## config.mk

```make
export PLATFORM = sky130hd
export DESIGN_NAME = io_input_capture_flat
export DESIGN_NICKNAME = d
export VERILOG_FILES = /design/src/rtl/io_input_capture_if.sv /design/src/rtl/io_input_capture.sv /design/src/flat_wrapper.sv
export SDC_FILE = /design/constraint.sdc
export NUM_CORES = 1
export LEC_CHECK = 0
export BUFFER_PORTS_ARGS = -buffer_cell sky130_fd_sc_hd__buf_2
export CAP_MARGIN = 10
export CORE_AREA = 2 2 70 59
export CTS_BUF_LIST = sky130_fd_sc_hd__clkbuf_2 sky130_fd_sc_hd__clkbuf_4 sky130_fd_sc_hd__clkbuf_8
export DETAILED_ROUTE_END_ITERATION = 10
export DIE_AREA = 0 0 72 61
export HOLD_SLACK_MARGIN = 0.06
export MAX_ROUTING_LAYER = met4
export PLACE_DENSITY = 0.77
export SETUP_SLACK_MARGIN = 0.02
export SYNTH_ARGS = -nofsm -noshare
export SYNTH_HDL_FRONTEND = slang
export SYNTH_SLANG_ARGS = --single-unit
export TNS_END_PERCENT = 10
```

## constraint.sdc

```tcl
create_clock -name clock -period 1.8 [get_ports clock]
set_input_delay 0.18 -clock clock [delete_from_list [all_inputs] [get_ports clock]]
set_output_delay 0.18 -clock clock [all_outputs]
set_load 0.01 [all_outputs]
```

## src/rtl/io_input_capture_if.sv

```systemverilog
`default_nettype none
// ============================================================================
//  Module   : io_input_capture_if
//  Brief    : CPU-facing request/data bundle of the IN-operation capture block.
//  Revision : 1.0  initial release
// ============================================================================

interface io_input_capture_if;
    logic        read_req;
    logic [31:0] data_out;
    logic        data_valid;
    logic        stall;
    logic        waiting;
    logic        timed_out;

    // master = processor side, slave = capture block
    modport master (
        output read_req,
        input  data_out,
        input  data_valid,
        input  stall,
        input  waiting,
        input  timed_out
    );

    modport slave (
        input  read_req,
        output data_out,
        output data_valid,
        output stall,
        output waiting,
        output timed_out
    );
endinterface

`default_nettype wire

```

## src/rtl/io_input_capture.sv

```systemverilog
`default_nettype none
// ============================================================================
//  Module   : io_input_capture
//  Brief    : Debounced switch/key capture that stalls the CPU during an IN
//             operation and delivers one sign-extended 32-bit word.
//             Optional macro IO_INPUT_TIMEOUT_EN adds an auto-complete timeout.
//  Revision : 1.0  initial release
// ============================================================================

module io_input_capture #(
    parameter int DEBOUNCE_CYCLES = 50000,
    parameter int TIMEOUT_CYCLES  = 50000000
) (
    input  logic               clock,
    input  logic               reset,
    input  logic               key_n,
    input  logic [17:0]        switches,
    io_input_capture_if.slave  cpu
);

    generate
        if (DEBOUNCE_CYCLES < 1 || TIMEOUT_CYCLES < 2) begin : g_param_check
            $error("io_input_capture: DEBOUNCE_CYCLES must be >= 1 and TIMEOUT_CYCLES >= 2");
        end
    endgenerate

    localparam int                c_DB_W    = (DEBOUNCE_CYCLES > 1) ? $clog2(DEBOUNCE_CYCLES) : 1;
    localparam logic [c_DB_W-1:0] c_DB_LAST = c_DB_W'(DEBOUNCE_CYCLES - 1);
    localparam logic [c_DB_W-1:0] c_DB_ONE  = c_DB_W'(1);

    typedef enum logic [1:0] {
        S_IDLE         = 2'd0,
        S_WAIT_PRESS   = 2'd1,
        S_WAIT_RELEASE = 2'd2,
        S_DONE         = 2'd3
    } state_t;

    // ------------------------------------------------------------------
    // Key conditioning: 2-FF synchronizer followed by a stability counter
    // ------------------------------------------------------------------
    logic              r_key_meta;
    logic              r_key_sync;
    logic              r_key_db;
    logic [c_DB_W-1:0] r_db_cnt;
    logic              w_db_flip;
    logic              w_press;
    logic              w_release;

    // The flip event itself is the strobe, so the FSM reacts on the same
    // edge the debounced level changes.
    assign w_db_flip = (r_key_sync != r_key_db) && (r_db_cnt == c_DB_LAST);
    assign w_press   = w_db_flip &  r_key_db;
    assign w_release = w_db_flip & ~r_key_db;

    always_ff @(posedge clock) begin
        if (!reset) begin
            r_key_meta <= 1'b1;
            r_key_sync <= 1'b1;
            r_key_db   <= 1'b1;
            r_db_cnt   <= '0;
        end else begin
            r_key_meta <= key_n;
            r_key_sync <= r_key_meta;
            if (r_key_sync == r_key_db) begin
                r_db_cnt <= '0;
            end else if (w_db_flip) begin
                r_key_db <= r_key_sync;
                r_db_cnt <= '0;
            end else begin
                r_db_cnt <= r_db_cnt + c_DB_ONE;
            end
        end
    end

    // ------------------------------------------------------------------
    // FSM
    // ------------------------------------------------------------------
    state_t r_state;
    state_t w_state_next;
    logic   w_capture;
    logic   w_to_done;
    logic   w_timeout_hit;

`ifdef IO_INPUT_TIMEOUT_EN
    localparam int                c_TO_W    = (TIMEOUT_CYCLES > 1) ? $clog2(TIMEOUT_CYCLES) : 1;
    localparam logic [c_TO_W-1:0] c_TO_LAST = c_TO_W'(TIMEOUT_CYCLES - 1);
    localparam logic [c_TO_W-1:0] c_TO_ONE  = c_TO_W'(1);

    logic [c_TO_W-1:0] r_to_cnt;

    // Held at zero outside WAIT_PRESS so every entry starts a fresh window.
    always_ff @(posedge clock) begin
        if (!reset) begin
            r_to_cnt <= '0;
        end else if (r_state != S_WAIT_PRESS) begin
            r_to_cnt <= '0;
        end else if (r_to_cnt != c_TO_LAST) begin
            r_to_cnt <= r_to_cnt + c_TO_ONE;
        end
    end

    assign w_timeout_hit = (r_state == S_WAIT_PRESS) && (r_to_cnt == c_TO_LAST);
`else
    assign w_timeout_hit = 1'b0;
`endif

    always_ff @(posedge clock) begin
        if (!reset) begin
            r_state <= S_IDLE;
        end else begin
            r_state <= w_state_next;
        end
    end

    // Abort on a dropped request outranks press/release; press outranks timeout.
    always_comb begin
        w_state_next = r_state;
        w_capture    = 1'b0;
        w_to_done    = 1'b0;
        case (r_state)
            S_IDLE: begin
                if (cpu.read_req) begin
                    w_state_next = S_WAIT_PRESS;
                end
            end
            S_WAIT_PRESS: begin
                if (!cpu.read_req) begin
                    w_state_next = S_IDLE;
                end else if (w_press) begin
                    w_capture    = 1'b1;
                    w_state_next = S_WAIT_RELEASE;
                end else if (w_timeout_hit) begin
                    w_capture    = 1'b1;
                    w_to_done    = 1'b1;
                    w_state_next = S_DONE;
                end
            end
            S_WAIT_RELEASE: begin
                if (!cpu.read_req) begin
                    w_state_next = S_IDLE;
                end else if (w_release) begin
                    w_state_next = S_DONE;
                end
            end
            S_DONE: begin
                w_state_next = S_IDLE;
            end
            default: begin
                w_state_next = S_IDLE;
            end
        endcase
    end

    // ------------------------------------------------------------------
    // Captured word and completion cause
    // ------------------------------------------------------------------
    logic [31:0] r_data;
    logic        r_timed_out;

    always_ff @(posedge clock) begin
        if (!reset) begin
            r_data      <= 32'd0;
            r_timed_out <= 1'b0;
        end else begin
            if (w_capture) begin
                r_data <= {{14{switches[17]}}, switches};
            end
            if (w_state_next == S_DONE) begin
                r_timed_out <= w_to_done;
            end
        end
    end

    // ------------------------------------------------------------------
    // Outputs
    // ------------------------------------------------------------------
    assign cpu.data_out   = r_data;
    assign cpu.data_valid = (r_state == S_DONE);
    // Gated by reset so a pending request does not freeze the CPU while held in reset.
    assign cpu.stall      = reset & cpu.read_req & (r_state != S_DONE);
    assign cpu.waiting    = (r_state == S_WAIT_PRESS) || (r_state == S_WAIT_RELEASE);
    assign cpu.timed_out  = r_timed_out;

endmodule

`default_nettype wire
```

## src/flat_wrapper.sv

```systemverilog
// flat-port wrapper written by rule: the top's interface ports become plain ports
module io_input_capture_flat 
#(
    parameter int DEBOUNCE_CYCLES = 50000,
    parameter int TIMEOUT_CYCLES  = 50000000
)
  (clock, reset, key_n, switches, cpu_read_req, cpu_data_out, cpu_data_valid, cpu_stall, cpu_waiting, cpu_timed_out);
  io_input_capture_if cpu_i ();
  input  logic clock;
  input  logic reset;
  input  logic key_n;
  input  logic [17:0] switches;
  input wire logic [$bits(cpu_i.read_req)-1:0] cpu_read_req;
  output wire logic [$bits(cpu_i.data_out)-1:0] cpu_data_out;
  output wire logic [$bits(cpu_i.data_valid)-1:0] cpu_data_valid;
  output wire logic [$bits(cpu_i.stall)-1:0] cpu_stall;
  output wire logic [$bits(cpu_i.waiting)-1:0] cpu_waiting;
  output wire logic [$bits(cpu_i.timed_out)-1:0] cpu_timed_out;
  assign cpu_i.read_req = cpu_read_req;
  assign cpu_data_out = cpu_i.data_out;
  assign cpu_data_valid = cpu_i.data_valid;
  assign cpu_stall = cpu_i.stall;
  assign cpu_waiting = cpu_i.waiting;
  assign cpu_timed_out = cpu_i.timed_out;
  io_input_capture #(.DEBOUNCE_CYCLES(DEBOUNCE_CYCLES), .TIMEOUT_CYCLES(TIMEOUT_CYCLES)) u_core (.clock(clock), .reset(reset), .key_n(key_n), .switches(switches), .cpu(cpu_i));
endmodule
```

==> results of run 1 <==
timing repair:
| item | 4_1_cts | 5_1_grt |
|---|---|---|
| setup endpoints to repair | 0 | 29 |
| gates resized for setup | 0 | 6 |
| buffers inserted | 0 | 2 |
critical path, delay by kind of cell (launching register included):
family                   cells  cell delay, ns
AND/OR/NAND/NOR              1            0.16
flip-flops                   1            0.38
adder cells (fa/ha/maj)      1            0.21
buffers and inverters        1            0.11
AO/OA/AOI/OAI                3            0.83
sequential cells by signal (all words and copies together), names as in the netlist:
name	flops
u_core.r_db_cnt	16
u_core.r_key_meta	1
u_core.r_key_sync	1
u_core.r_state	2
u_core.cpu.data_out	18
u_core.r_key_db	1
stage by stage:
step	util, %	cell area, um2	power (mW)	cells	hold slack, ns
after CTS	61.4	2260	1.66	316	0.0642
final	62.3	2290	1.63	318	0.0749
after global placement	58.6	2150	1.01	308	0.363
after floorplan	-	1880	0.962	222	0.252
after detailed placement	58.6	2150	1.01	308	0.365
after global routing	62.3	2290	1.71	318	0.0792
path summary, 6_finish.rpt:
path	startpoint	to	slack, ns	cells past startpoint
worst max-delay path	u_core.r_state[1]	u_core.r_state[1]	0.05	6
worst min-delay path	key_n	u_core.r_key_meta	0.07	2
worst max register to register	u_core.r_state[1]	u_core.r_state[1]	0.05	6
worst min register to register	u_core.r_key_meta	u_core.r_key_sync	0.42	1
final cells by class:
type,count,area share (%)
Sequential cell,39,34.1
Inverter,6,0.982
Timing Repair Buffer,69,17.2
Clock buffer,7,4.20
Clock inverter,1,0.327
Multi-Input combinational cell,152,40.8
Tap cell,44,2.40
metal layers:
| metal | track usage [%] | vias to the layer above | share of wire (%) |
|---|---|---|---|
| met5 | - | - | 0 |
| li1 | - | 874 | - |
| met1 | 26.8 | 784 | 49 |
| met3 | 3.65 | 2 | 5.3 |
| met4 | 6.47 | 0 | 0.59 |
| met2 | 26.5 | 55 | 45 |
cells by family after synthesis:
group	after synthesis	share of synthesized area, %
and+or+nand+nor	79	22.6
AOI/OAI and AO/OA	54	16.6
DFF	39	41.5
buffers and inverters	31	9.51
xor gates and xnor gates	12	5.59
adders and majority gates	6	3.99
other	1	0.199
power by group:
part	total, mW	switching (mW)	internal, mW
Clock	0.639	0.291	0.348
Sequential	0.876	0.00685	0.869
Combinational	0.119	0.0612	0.0575
cell usage in the layout, fill, tap and decap left out, types with 2 or more instances in the layout:
master    Yosys  routed
a21oi_1      23      23
and4_1        2       2
buf_2         5      56
buf_4        15      11
clkbuf_8      0       7
dfxtp_1      39      38
ha_1          6       5
inv_1         6       6
nand2_1       9       9
nand2b_1      4       4
nand3_1      27      27
nand4_1       3       3
nor2_1       15      15
nor3_1        4       4
nor4_1        2       2
o21ai_0      21      21
o221a_2       2       2
o31ai_1       2       2
or4_1         2       2
xnor2_1       7       7
xor2_1        5       5
==> results.md, run 1 <==
* Status: finished, final reports clean
* CTS Buf Count at 5
* Seq cells post-synth at 39
* Worst-Skew Late Latency at 0.28 ns
* Drc violations at 0
* DP HPWL at 2830 um
* YS warnings at 0
* Die X at 72 um
* Fin crit share at 97.2%
* Grt total ovfl at 0
* Async S/R FF share, synth at 0%
* Crit-path slowest cell: a2111o_1
* Synth Net Count at 250
* Antenna violations before repair at 0
* HP Class: input port to flop
* Register area share after synthesis at 41.5%
* Clock Tree Root: clkbuf_8
* Die H at 61 um
* GRT Total Usage at 18.8%
* Post-Syn Instances at 222
* Post-Syn Area per Cell at 8.47 um2
* Share of cells above drive strength 1 at 32.1%
* Final worst slack at 0.0513 ns
* Req. time, crit path at 2.02 ns
* Synth top area cells: dfxtp_1, nand3_1, a21oi_1
* I/O Pins at 58
* Synthesized area at 1880 um2
* Crit. End Element: flop
* Post-cts hold buffer count at 0
* MaxCap Viol Count at 0
* Area growth syn-to-layout at 22.0%
* Post-route antenna net violation count at 0
* Post-layout nets at 301
* Count leader, synth: dfxtp_1
* RSZ-0062 raised after global routing: yes
* Wirelength per Cell at 12.3 um
* EDFF count, synth at 0
* Max-slew violation count at 0
* IO Port Bufs at 56
* Maximum buffer depth of the clock tree at 2
* Arr. time, crit path at 1.97 ns
* Maximum clock rate at 572 MHz
* Layout Skew at 0.00666 ns
* Top cell type's share of synthesized area at 41.5%
* Element type at the critical path start: flop
* Post-synth cell types at 38
* CP peak stage delay at 0.41 ns
* Pwr Density at 712 nW/um2
* H-tree depth at 2
* Routed wire length at 3900 um
* Fillers at 323
* Global-route wire length before repair at 6250 um
* Final Setup Violations at 0
* CTS tree: done
* Synth top cells by count: dfxtp_1, nand3_1, a21oi_1
* Kind of critical path: flop to flop
* Pre-antenna DRT Iters at 4
* Starting density of the core at 51.1%
* Main synth FF type: dfxtp_1
* FP Rows at 20
* Vias in the first global route at 1,365
* Peak supply drop at 0.516 mV
* Die ar. at 4390 um2
* Cells along the critical path: inv_1, ha_1, nand2b_1, o31a_1, a2111o_1, a21oi_1
* Clk pin slew, worst setup/hold paths at 0.07 ns
* Setup TNS at 0 ns
* Max FO, Critical Path at 4
* Register Area at 782 um2
* Core Footprint at 3680 um2
* Routability cong. at 0.788
* Synth area leader: dfxtp_1
* Clock sinks at 39
* Fin crit period at 1.75 ns
* Post-place setup slack at 0.0581 ns
* Area of the multi-input gates at 936 um2
* Hold Fails Final Rpt at 0
* Via-to-Cell Ratio at 5.39
* Pin count of the biggest net entering global routing at 20
* Via count at 1,715
* 1st-iter DRT viols at 99
* Leak Pwr at 0.938 nW
* Antenna cells at 0
Note: power is estimated with default switching activity, not from simulation.
==> inputs of run 2 (changes only) <==
Settings changed: ABC_AREA set to 1, CORE_AREA 2 2 70 59 to 2 2 71 59, DIE_AREA 0 0 72 61 to 0 0 73 61.
==> run 2 against run 1 <==
  * Via count is 4.7% lower
  * Core utilization decreased by 2.2 points
  * Critical path depth up 2
  * Register-to-register slack better by 0.11 ns
  * Clock power grew 15%
  * Non-clock buffer count down 10
  * Highest routed layer unchanged
==> results.md, run 2 <==
* Status: finished, final reports clean
* # resized after CTS at 0 (unchanged)
* Pre-antenna DRT Iters at 4 (unchanged)
* CTS Buf Count at 5 (unchanged)
* Post-layout nets at 323 (+7.3%)
* Routed wire length at 3640 um (-6.7%)
* Final worst slack at 0.163 ns (+0.112 ns)
* EDFF count, synth at 0 (unchanged)
* Grt total ovfl at 0 (unchanged)
* Async S/R FF share, synth at 0% (unchanged)
* Peak supply drop at 0.455 mV (-12%)
* Register area share after synthesis at 40.8% (-0.76 points)
* Maximum clock rate at 611 MHz (+6.8%)
* Max FO, Critical Path at 10 (+6)
* Worst r2r src: u_core.r_db_cnt[0]
* Global-route wire length before repair at 5960 um (-4.6%)
* R2R Setup Slk at 0.16 ns (+0.11 ns)
* RR Endpoint: u_core.cpu.data_out[16]
* Synth Area in Adders at 3.92% (-0.073 points)
* Fin crit share at 90.9% (-6.2 points)
* Count leader, synth: nor2_1
* Synthesized area at 1920 um2 (+1.9%)
* Core Footprint at 3730 um2 (+1.4%)
* Area growth syn-to-layout at 17.0%
* Clock sinks at 39 (unchanged)
* Seq cells post-synth at 39 (unchanged)
* Hold Fails Final Rpt at 0 (unchanged)
* Routability cong. at 0.861 (+9.3%)
* Drc violations at 0 (unchanged)
* Synth top cells by count: nor2_1, dfxtp_1, nand2_1
* Post-place setup slack at 0.164 ns (+0.106 ns)
* Fin crit period at 1.64 ns (-0.112 ns)
* DP HPWL at 2700 um (-4.8%)
* Element type at the critical path start: flop
* RSZ-0062 raised after global routing: no
* Post-synthesis simple-gate area fraction at 33.4% (+11 points)
* H-tree depth at 2 (unchanged)
* HP Class: input port to flop
* Most frequent cells in the layout: buf_2, nor2_1, dfxtp_1
* XOR/XNOR Fraction of Synth Area at 0.914% (-4.7 points)
* Worst-Skew Late Latency at 0.29 ns (about the same)
* CTS tree: done
* Synth Net Count at 277 (+11%)
* Hold path cells at 3 (+1)
* MaxCap Viol Count at 0 (unchanged)
* Die ar. at 4450 um2 (+1.4%)
* Post-Syn Area per Cell at 7.69 um2 (-9.2%)
* R2R depth at 8 (+2)
* Antenna cells at 0 (unchanged)
* Setup TNS at 0 ns (unchanged)
* Main synth FF type: dfxtp_1
* FP Rows at 20 (unchanged)
* Wirelength per Cell at 10.7 um (-13%)
* Share of cells above drive strength 1 at 31.8% (-0.36 points)
* I/O Pins at 58 (unchanged)
* Kind of critical path: flop to flop
* Multiplexer share of the synthesized area at 0% (unchanged)
* Leak Pwr at 1.10 nW (+18%)
* Min-delay src: key_n
* Post-synth cell types at 33 (-13%)
* Die X at 73 um (+1.4%)
* Via count at 1,635 (-4.7%)
* Synth area leader: dfxtp_1
* Antenna violations before repair at 0 (unchanged)
* Clk pin slew, worst setup/hold paths at 0.08 ns (about the same)
* Crit. End Element: flop
* Commonest non-fill, non-tap cell in the layout: buf_2
* Arr. time, crit path at 1.86 ns (-0.11 ns)
* GRT Total Usage at 17.7% (-1.0 points)
* Starting density of the core at 51.4% (+0.25 points)
* Maximum buffer depth of the clock tree at 2 (unchanged)
* Hold EP: u_core.r_key_meta
* IO Port Bufs at 56 (unchanged)
* Top cell type's share of synthesized area at 40.8% (-0.76 points)
* YS warnings at 0 (unchanged)
* Critical Path Start: u_core.r_db_cnt[0]
* Post-cts hold buffer count at 0 (unchanged)
* Layout Skew at 0.00792 ns (+0.00126 ns)
* Final Setup Violations at 0 (unchanged)
* Fillers at 334 (+3.4%)
* Post-Syn Instances at 249 (+12%)
* Max reg flops at 18 (unchanged)
* Max-slew violation count at 0 (unchanged)
* Die H at 61 um (unchanged)
* 1st-iter DRT viols at 76 (-23%)
* Largest family of logic cells by synthesized area: simple AND/OR/NAND/NOR gates
* Vias in the first global route at 1,437 (+5.3%)
* Complex-gate fraction of the synthesized area at 8.62% (-7.9 points)
* Req. time, crit path at 2.02 ns (about the same)
* Pwr Density at 847 nW/um2 (+19%)
* Via-to-Cell Ratio at 4.81 (-11%)
* Synth top area cells: dfxtp_1, nor2_1, buf_4
* Pin count of the biggest net entering global routing at 26 (+30%)
* Clock Tree Root: clkbuf_8
* Setup bufs post-CTS at 0 (unchanged)
* Post-route antenna net violation count at 0 (unchanged)
==> run 2: changes by cell type in the layout (fill, tap and decap cells not counted), moves of 4 or more <==
cell / previous run / this run
a21oi_1: 23 / 10
nor2_2: 0 / 12
o21ai_0: 21 / 10
nand3_1: 27 / 10
nand2b_1: 4 / 0
o21ai_1: 0 / 10
nand2_1: 9 / 30
xnor2_1: 7 / 0
inv_1: 6 / 19
buf_4: 11 / 3
nor2_1: 15 / 51
==> run 2: worst max path at each step <==
stage                         endpoint  slack (ns)  depth (start not counted)
6_report       u_core.cpu.data_out[16]        0.16                          8
3_3_place_gp   u_core.cpu.data_out[11]        0.23                          8
5_1_grt         u_core.cpu.data_out[0]        0.03                          8
2_1_floorplan  u_core.cpu.data_out[10]        0.27                          9
4_1_cts        u_core.cpu.data_out[13]        0.15                          8
3_5_place_dp   u_core.cpu.data_out[13]        0.16                          8
==> run 2: critical path, cell delays in order, from the launching register on <==
cell	delay (ns)
dfxtp_1	0.37
ha_1	0.22
nand3_2	0.13
nor2_4	0.16
nand4_4	0.14
nor2_8	0.18
buf_4	0.20
o21ai_1	0.06
nor2_1	0.10
==> run 2: stage by stage <==
step | cells | utilization, % | hold slack, ns | power (mW) | area (um2)
after floorplan | 249 | - | 0.265 | 1.11 | 1920
after global placement | 332 | 57.0 | 0.365 | 1.18 | 2130
after detailed placement | 332 | 57.0 | 0.381 | 1.18 | 2130
after CTS | 340 | 60.1 | 0.0738 | 1.93 | 2240
after global routing | 340 | 60.1 | 0.0924 | 2.01 | 2240
final | 340 | 60.1 | 0.0800 | 1.90 | 2240
==> run 2: where the power goes <==
part / internal (mW) / total, mW / leakage, nW / switching, mW
clock: 0.420 / 0.735 / 0.0587 / 0.315
combinational: 0.107 / 0.256 / 0.730 / 0.149
sequential: 0.885 / 0.909 / 0.315 / 0.0237
total: 1.41 / 1.90 / 1.10 / 0.487
==> run 2: metal layers <==
metal,up-vias,global-route usage [%],routed length (um)
li1,861,-,-
met2,45,28.3,1600
met5,-,-,0
met4,0,4.50,12
met1,727,22.1,1840
met3,2,5.15,186
==> run 2: logic make-up after synthesis <==
| family | Yosys count |
|---|---|
| simple gates | 127 |
| buf+inv | 42 |
| flops | 39 |
| compound gates | 32 |
| fa+ha+maj | 6 |
| xor+xnor | 2 |
| other cells | 1 |
==> run 2: final cells by class <==
cell class / instances / area [um2] / share of cell area, %
Clock buffer: 5 / 68.8 / 3.07
Clock inverter: 3 / 47.5 / 2.12
Inverter: 22 / 85.1 / 3.79
Multi-Input combinational cell: 168 / 902 / 40.2
Sequential cell: 39 / 781 / 34.8
Tap cell: 44 / 55.1 / 2.46
Timing Repair Buffer: 59 / 303 / 13.5
